### src/rtl/fetch_seq_if.sv
// Program-ROM read and decode handshake bundle for fetch_seq.
// master = fetch sequencer side, slave = ROM/decode/execute side.
interface fetch_seq_if #(
    parameter int PC_W    = 8,
    parameter int INSTR_W = 16
);
    logic [PC_W-1:0]    pc;
    logic [INSTR_W-1:0] instr;
    logic [INSTR_W-1:0] ir;
    logic               ir_valid;
    logic               ir_ready;
    logic               jump_en;
    logic [PC_W-1:0]    jump_addr;
    logic               halted;

    modport master (
        output pc, ir, ir_valid, halted,
        input  instr, ir_ready, jump_en, jump_addr
    );

    modport slave (
        input  pc, ir, ir_valid, halted,
        output instr, ir_ready, jump_en, jump_addr
    );
endinterface

### src/rtl/fetch_seq.sv
// Instruction fetch sequencer: drives ROM pc, captures instr into ir, halts on HALT_OP.
// Optional FETCH_PERF_EN macro adds fetch_count / stall_count performance counters.
module fetch_seq #(
    parameter int              PC_W     = 8,
    parameter int              INSTR_W  = 16,
    parameter logic [PC_W-1:0] RESET_PC = 8'h00,
    parameter logic [3:0]      HALT_OP  = 4'hF
) (
    input  logic       clk,
    input  logic       rst,
    fetch_seq_if.master bus,
    output logic       fsm_state
`ifdef FETCH_PERF_EN
    ,
    output logic [15:0] fetch_count,
    output logic [15:0] stall_count
`endif
);

    typedef enum logic {
        FETCH = 1'b0,
        HALT  = 1'b1
    } state_t;

    state_t             state_q, state_n;
    logic [PC_W-1:0]    pc_q, pc_n;
    logic [INSTR_W-1:0] ir_q, ir_n;
    logic               valid_q, valid_n;
    logic               load;
    logic               capture;
    logic               stall;

    // Handshake: ir is transferred on an edge where ir_valid=1 and ir_ready=1,
    // except that a coincident jump_en flushes ir and the accept is void.
    assign load    = !valid_q || bus.ir_ready;
    assign capture = (state_q == FETCH) && !bus.jump_en && load;
    assign stall   = (state_q == FETCH) && !bus.jump_en && valid_q && !bus.ir_ready;

    always_ff @(posedge clk) begin
        if (rst) begin
            state_q <= FETCH;
            pc_q    <= RESET_PC;
            ir_q    <= '0;
            valid_q <= 1'b0;
        end else begin
            state_q <= state_n;
            pc_q    <= pc_n;
            ir_q    <= ir_n;
            valid_q <= valid_n;
        end
    end

    always_comb begin
        state_n = state_q;
        pc_n    = pc_q;
        ir_n    = ir_q;
        valid_n = valid_q;
        case (state_q)
            FETCH: begin
                if (bus.jump_en) begin
                    pc_n    = bus.jump_addr;
                    valid_n = 1'b0;
                end else if (load) begin
                    ir_n    = bus.instr;
                    valid_n = 1'b1;
                    pc_n    = pc_q + PC_W'(1);
                    if (bus.instr[INSTR_W-1 -: 4] == HALT_OP) state_n = HALT;
                end
            end
            HALT: begin
                // pc stays frozen; only the pending HALT word can still drain
                if (bus.jump_en) begin
                    pc_n    = bus.jump_addr;
                    valid_n = 1'b0;
                    state_n = FETCH;
                end else if (valid_q && bus.ir_ready) begin
                    valid_n = 1'b0;
                end
            end
            default: state_n = FETCH;
        endcase
    end

    assign bus.pc       = pc_q;
    assign bus.ir       = ir_q;
    assign bus.ir_valid = valid_q;
    assign bus.halted   = (state_q == HALT);
    assign fsm_state    = state_q;

`ifdef FETCH_PERF_EN
    always_ff @(posedge clk) begin
        if (rst) begin
            fetch_count <= 16'h0000;
            stall_count <= 16'h0000;
        end else begin
            if (capture) fetch_count <= fetch_count + 16'h0001;
            if (stall)   stall_count <= stall_count + 16'h0001;
        end
    end
`endif

endmodule

### src/flat_wrapper.sv
// flat-port wrapper written by rule: the top's interface ports become plain ports
module fetch_seq_flat 
#(
    parameter int              PC_W     = 8,
    parameter int              INSTR_W  = 16,
    parameter logic [PC_W-1:0] RESET_PC = 8'h00,
    parameter logic [3:0]      HALT_OP  = 4'hF
)
  (clk, rst, fsm_state, bus_pc, bus_ir, bus_ir_valid, bus_halted, bus_instr, bus_ir_ready, bus_jump_en, bus_jump_addr);
  fetch_seq_if #(.PC_W(PC_W), .INSTR_W(INSTR_W)) bus_i ();
  input  logic clk;
  input  logic rst;
  output logic fsm_state;
  output wire logic [$bits(bus_i.pc)-1:0] bus_pc;
  output wire logic [$bits(bus_i.ir)-1:0] bus_ir;
  output wire logic [$bits(bus_i.ir_valid)-1:0] bus_ir_valid;
  output wire logic [$bits(bus_i.halted)-1:0] bus_halted;
  input wire logic [$bits(bus_i.instr)-1:0] bus_instr;
  input wire logic [$bits(bus_i.ir_ready)-1:0] bus_ir_ready;
  input wire logic [$bits(bus_i.jump_en)-1:0] bus_jump_en;
  input wire logic [$bits(bus_i.jump_addr)-1:0] bus_jump_addr;
  assign bus_pc = bus_i.pc;
  assign bus_ir = bus_i.ir;
  assign bus_ir_valid = bus_i.ir_valid;
  assign bus_halted = bus_i.halted;
  assign bus_i.instr = bus_instr;
  assign bus_i.ir_ready = bus_ir_ready;
  assign bus_i.jump_en = bus_jump_en;
  assign bus_i.jump_addr = bus_jump_addr;
  fetch_seq #(.PC_W(PC_W), .INSTR_W(INSTR_W), .RESET_PC(RESET_PC), .HALT_OP(HALT_OP)) u_core (.clk(clk), .rst(rst), .bus(bus_i), .fsm_state(fsm_state));
endmodule
### config.mk
export PLATFORM = sky130hd
export DESIGN_NAME = fetch_seq_flat
export DESIGN_NICKNAME = d
export VERILOG_FILES = /design/src/rtl/fetch_seq_if.sv /design/src/rtl/fetch_seq.sv /design/src/flat_wrapper.sv
export SDC_FILE = /design/constraint.sdc
export NUM_CORES = 1
export LEC_CHECK = 0
export BUFFER_PORTS_ARGS = -buffer_cell sky130_fd_sc_hd__buf_2
export CORE_AREA = 10 10 76 78
export DETAILED_ROUTE_END_ITERATION = 6
export DIE_AREA = 0 0 86 88
export PLACE_DENSITY = 0.53
export SLEW_MARGIN = 0
export SYNTH_ARGS = -nofsm -noshare
export SYNTH_HDL_FRONTEND = slang
export SYNTH_SLANG_ARGS = --single-unit
### constraint.sdc
create_clock -name clk -period 1.39 [get_ports clk]
set_input_delay 0.0695 -clock clk [delete_from_list [all_inputs] [get_ports clk]]
set_output_delay 0.0695 -clock clk [all_outputs]
set_load 0.05 [all_outputs]
Word level (Yosys, flattened, before mapping)
Cells that the tools add are included.

Shift operators: 0. Divide/modulo/power cells: 0. Bitwise gates (word level): 2. $mul: 0. Add/sub/neg operators: 1. Reduce and logical (&&, ||, !) cells: 6. Muxes and demuxes: 14. Magnitude comparators: 0. Equality and inequality tests: 4.

Operator list (number): two-way mux 8 bit (3); one-hot mux 8 bit (2 select lines) (1); adder 8 x 1 -> 8 bit (second input constant) (1); two-way mux 1 bit (8); == test 4 bit (second input constant) (1); one-hot mux 1 bit (2 select lines) (2); AND reduction 2 bit (2); inequality test 3 x 2 -> 1 bit (second input constant) (1); inequality test 3 bit (second input constant) (1); AND reduction 3 bit (1); inequality test 2 bit (second input constant) (1); inverter 1 bit (2); logical AND 1 bit (1); zero test 1 bit (1); logical OR 1 bit (1).

Memories kept: 0. Bits in registers: 26. Bits in latches: 0. RAM bits: 0. Logic and storage cells: 31. Bits in read-only memories: 0. Output and inout bits: 27.

Depth between registers and ports, before layout
Depth after elaboration: 5. Gate-level depth with buffers: 7. Mapped depth without buffers: 5.

Worst setup path before layout
OpenSTA, ideal clock, no wires.

Kind: reg2reg. Start: reg u_core.pc_q[3] (netlist: u_core.bus.pc[3]). End: reg u_core.pc_q[7] (netlist: u_core.bus.pc[7]). Required time: 1270 ps. Period minus slack after synthesis: 1684 ps. Setup time: 120 ps. Data arrival time: 1564 ps. Path buffers: 0. Stages on the path, launching flop included: 5. Path slack: -294 ps. Cell sequence: dfxtp_1 -> and3_1 -> nand4_1 -> and4_1 -> a211o_1.

Word-level cells in the longest chain between the ends: 4.

Ends and longest elaborated chain: start, declared (line fetch_seq.sv:26) `logic [PC_W-1:0] pc_q, pc_n;`; start signal, assigned (line fetch_seq.sv:47) `pc_q <= pc_n;`; adder 8 x 1 -> 8 bit (line fetch_seq.sv:66) `pc_n = pc_q + PC_W'(1);`; two-way mux 8 bit (line fetch_seq.sv:63) `end else if (load) begin`; two-way mux 8 bit (line fetch_seq.sv:60) `if (bus.jump_en) begin`; one-hot mux 8 bit (2 select lines) (line fetch_seq.sv:58) `case (state_q)`.

No other way between the ends. The select of a mux whose other input is x is not followed. A chain may end at the register's enable or synchronous reset.

Worst setup path after layout
Start: reg u_core.pc_q[4] (netlist: u_core.bus.pc[4]). End: reg u_core.pc_q[7] (netlist: u_core.bus.pc[7]).

The elaborated chain is that of the path after synthesis.

==> flow_metrics.py <==
metrics = {
    "clocking": {
        "h-tree-depth": 1,
        "cts.sink_count": 26,
        "clk_latency_ns": 0.27,
        "cts_root_buffer": "clkbuf_8",
        "cts_buffers": 3,
        "clk_pin_slew_worst_paths_ns": 0.09,
        "postCtsSetupBuffers": 0,
        "cts_tree": "yes",
        "cts_buffer_depth": 2,
    },
    "worst_setup_path": {
        "crit_path_start_kind": "flop",
        "worstSetupPathType": "reg2reg",
        "cpPeakStageDelay_ns": 0.37,
        "crit_buf_inv": 0,
        "critPathSlowestCell": "dfxtp_4",
        "cp_max_fo": 5,
        "path_cells": "and3_1 -> nand4_1 -> and4_1 -> a211o_1",
        "critPathArrivalTime_ns": 1.49,
        "end_kind": "flop",
        "path_delay_family": "simple AND/OR/NAND/NOR gates",
        "worst_ep_required_time_ns": 1.56,
    },
    "power_and_ir_drop": {
        "max-vdd-ir-drop_mv": 0.7362,
        "p_leak_nw": 0.7648,
        "power_density_mw_per_mm2": 1074,
    },
    "synthesis": {
        "synth-edff-count": 0,
        "syn_area_mm2": 0.001206,
        "syn_inst": 147,
        "synth_nets": 176,
        "ys_warn_count": 0,
        "synth.distinct_cells": 39,
        "async_reset_ff_share_pct": 0,
        "ys_seq_area_share_pct": 43.15,
        "ys_ff_latch": 26,
        "avgSynthCellArea_um2": 8.205,
        "synthFlopType": "dfxtp_1",
    },
    "sta": {
        "finalHoldViolCount": 0,
        "slew_headroom_pct": 81.77,
        "fmax_ghz": 0.7575,
        "tightest_slew_ns": 0.2725,
        "fin_crit_ns": 1.320,
        "finClkSkew_ns": 0.003149,
        "slew_viol_final": 0,
        "fin_crit_sh_pct": 94.97,
        "whs_ns": 0.02937,
        "rsz0062_at_grt": "false",
        "fin_setup_tns_ns": 0,
        "setup_viol": 0,
    },
    "route": {
        "ant_nets": 0,
        "wl_per_cell_um": 14.02,
        "routed_wl_mm": 3.589,
        "viasPerCell": 4.582,
        "drtIter0Drc": 56,
        "dr.pass1.iters": 4,
        "vias": 1173,
        "drc": 0,
    },
    "placement": {
        "port_buffers": 54,
        "gp_congestion": 0.7980,
        "dp_hpwl_mm": 2.893,
    },
    "hold_path": {
        "worst_hold_path_type": "in2reg",
    },
    "global_route": {
        "grt_pass1_wl_mm": 5.754,
        "grt_max_degree": 17,
        "grtUsageTotal_pct": 9.281,
        "antenna_found_initial": 0,
        "grt_pass1_vias": 1196,
        "grt_overflow_total": 0,
    },
    "final_layout": {
        "diodes": 0,
        "area_growth_pct": 36.10,
        "final_common_cell": "buf_2",
        "fin_util_pct": 38.23,
        "fillers": 468,
        "final_cell_mix": "buf_2 (54), nand2_1 (41), dfxtp_1 (17)",
        "final_nets": 234,
        "layout-drive-gt1-share_pct": 40.69,
    },
    "floorplan": {
        "start_util_pct": 28.09,
        "fp.coreArea_mm2": 0.004294,
        "io_pins": 55,
        "rows": 24,
        "dieWidth_um": 86,
        "die_area_mm2": 0.007568,
        "die_h_um": 88,
    },
    "outcome": {
        "status": "complete, no violations",
    },
    "job": {
        "drv_cap": 0,
    },
}
==> flip-flops by register name (all words and copies together), names as in the netlist <==
signal and count:
u_core.bus.ir 16, u_core.bus.halted 1, u_core.bus.pc 8, u_core.bus.ir_valid 1
==> metal layers <==
layer  GRT usage (%)  routed length, um  vias to the layer above  part of all wire (%)
met4           3.593                 43                        0                   1.2
li1                -                  -                      618                     -
met5               0                  0                        -                     0
met3           3.064                232                        2                   6.5
met2           14.87               1691                       33                    47
met1           11.22               1623                      520                    45
==> report_power, final <==
group,total (mW),internal (mW),switching (mW)
clock network,0.488,0.253,0.234
logic,0.450,0.141,0.309
registers,0.826,0.790,0.0355
total,1.76,1.18,0.579
==> final timing paths <==
check                                                   start                       endpoint  slack, ns  cells after the start
worst max-delay path            u_core.bus.pc[4]$_SDFFE_PP0P_  u_core.bus.pc[7]$_SDFFE_PP0P_       0.07                      4
worst min-delay path                             bus_instr[8]  u_core.bus.ir[8]$_SDFFE_PP0P_       0.03                      3
worst min register to register  u_core.bus.ir[4]$_SDFFE_PP0P_  u_core.bus.ir[4]$_SDFFE_PP0P_       0.46                      2
worst max register to register  u_core.bus.pc[4]$_SDFFE_PP0P_  u_core.bus.pc[7]$_SDFFE_PP0P_       0.07                      4
==> timing repair <==
| action | 4_1_cts | 5_1_grt |
|---|---|---|
| endpoints found under the setup margin | 0 | 1 |
| resized for setup | 0 | 1 |
| hold buffers | 0 | 0 |
==> through the flow <==
step                      instance area (um2)  setup slack [ns]  cells  total power [mW]
final                                    1642           0.06985    256             1.763
after global routing                     1642           0.01216    256             1.863
after CTS                                1634           0.06853    256             1.795
after detailed placement                 1579           0.07558    252             1.299
after global placement                   1579           0.09281    252             1.297
after floorplan                          1235          0.001670    147             1.159
==> cell families after synthesis <==
family / Yosys count / synth area share (%)
flops: 26 / 43.15
fa+ha+maj: 1 / 1.037
simple gates: 66 / 25.42
xor+xnor: 3 / 2.179
buf+inv: 13 / 6.846
compound gates: 38 / 21.37
==> final cells by class <==
type                            instances  area, um2  area share, %
Tap cell                               52      65.06          3.963
Multi-Input combinational cell        108      610.6          37.20
Clock buffer                            4      55.05          3.354
Inverter                                3      11.26         0.6860
Timing Repair Buffer                   63      350.3          21.34
Sequential cell                        26      549.3          33.46
==> cells in the mapped netlist, types with 2 or more instances <==
master / count / area (um2)
xnor2_1: 2 / 17.52
nand3_1: 3 / 15.01
o21a_1: 2 / 15.01
o32ai_1: 2 / 17.52
a21oi_1: 15 / 75.07
buf_2: 3 / 15.01
dfxtp_1: 26 / 520.5
nor2_1: 5 / 18.77
nand2_1: 41 / 153.9
o21ai_0: 4 / 20.02
nor3_1: 4 / 20.02
a21oi_2: 4 / 35.03
buf_6: 2 / 22.52
inv_1: 3 / 11.26
clkbuf_1: 3 / 11.26
and3_1: 3 / 18.77
nor2b_1: 2 / 12.51
a31oi_1: 2 / 12.51
==> worst min-delay path, cell delays in order <==
cell	delay, ns
buf_2	0.10
nand2_1	0.04
a21oi_1	0.05
(Power assumes the default switching activity.)
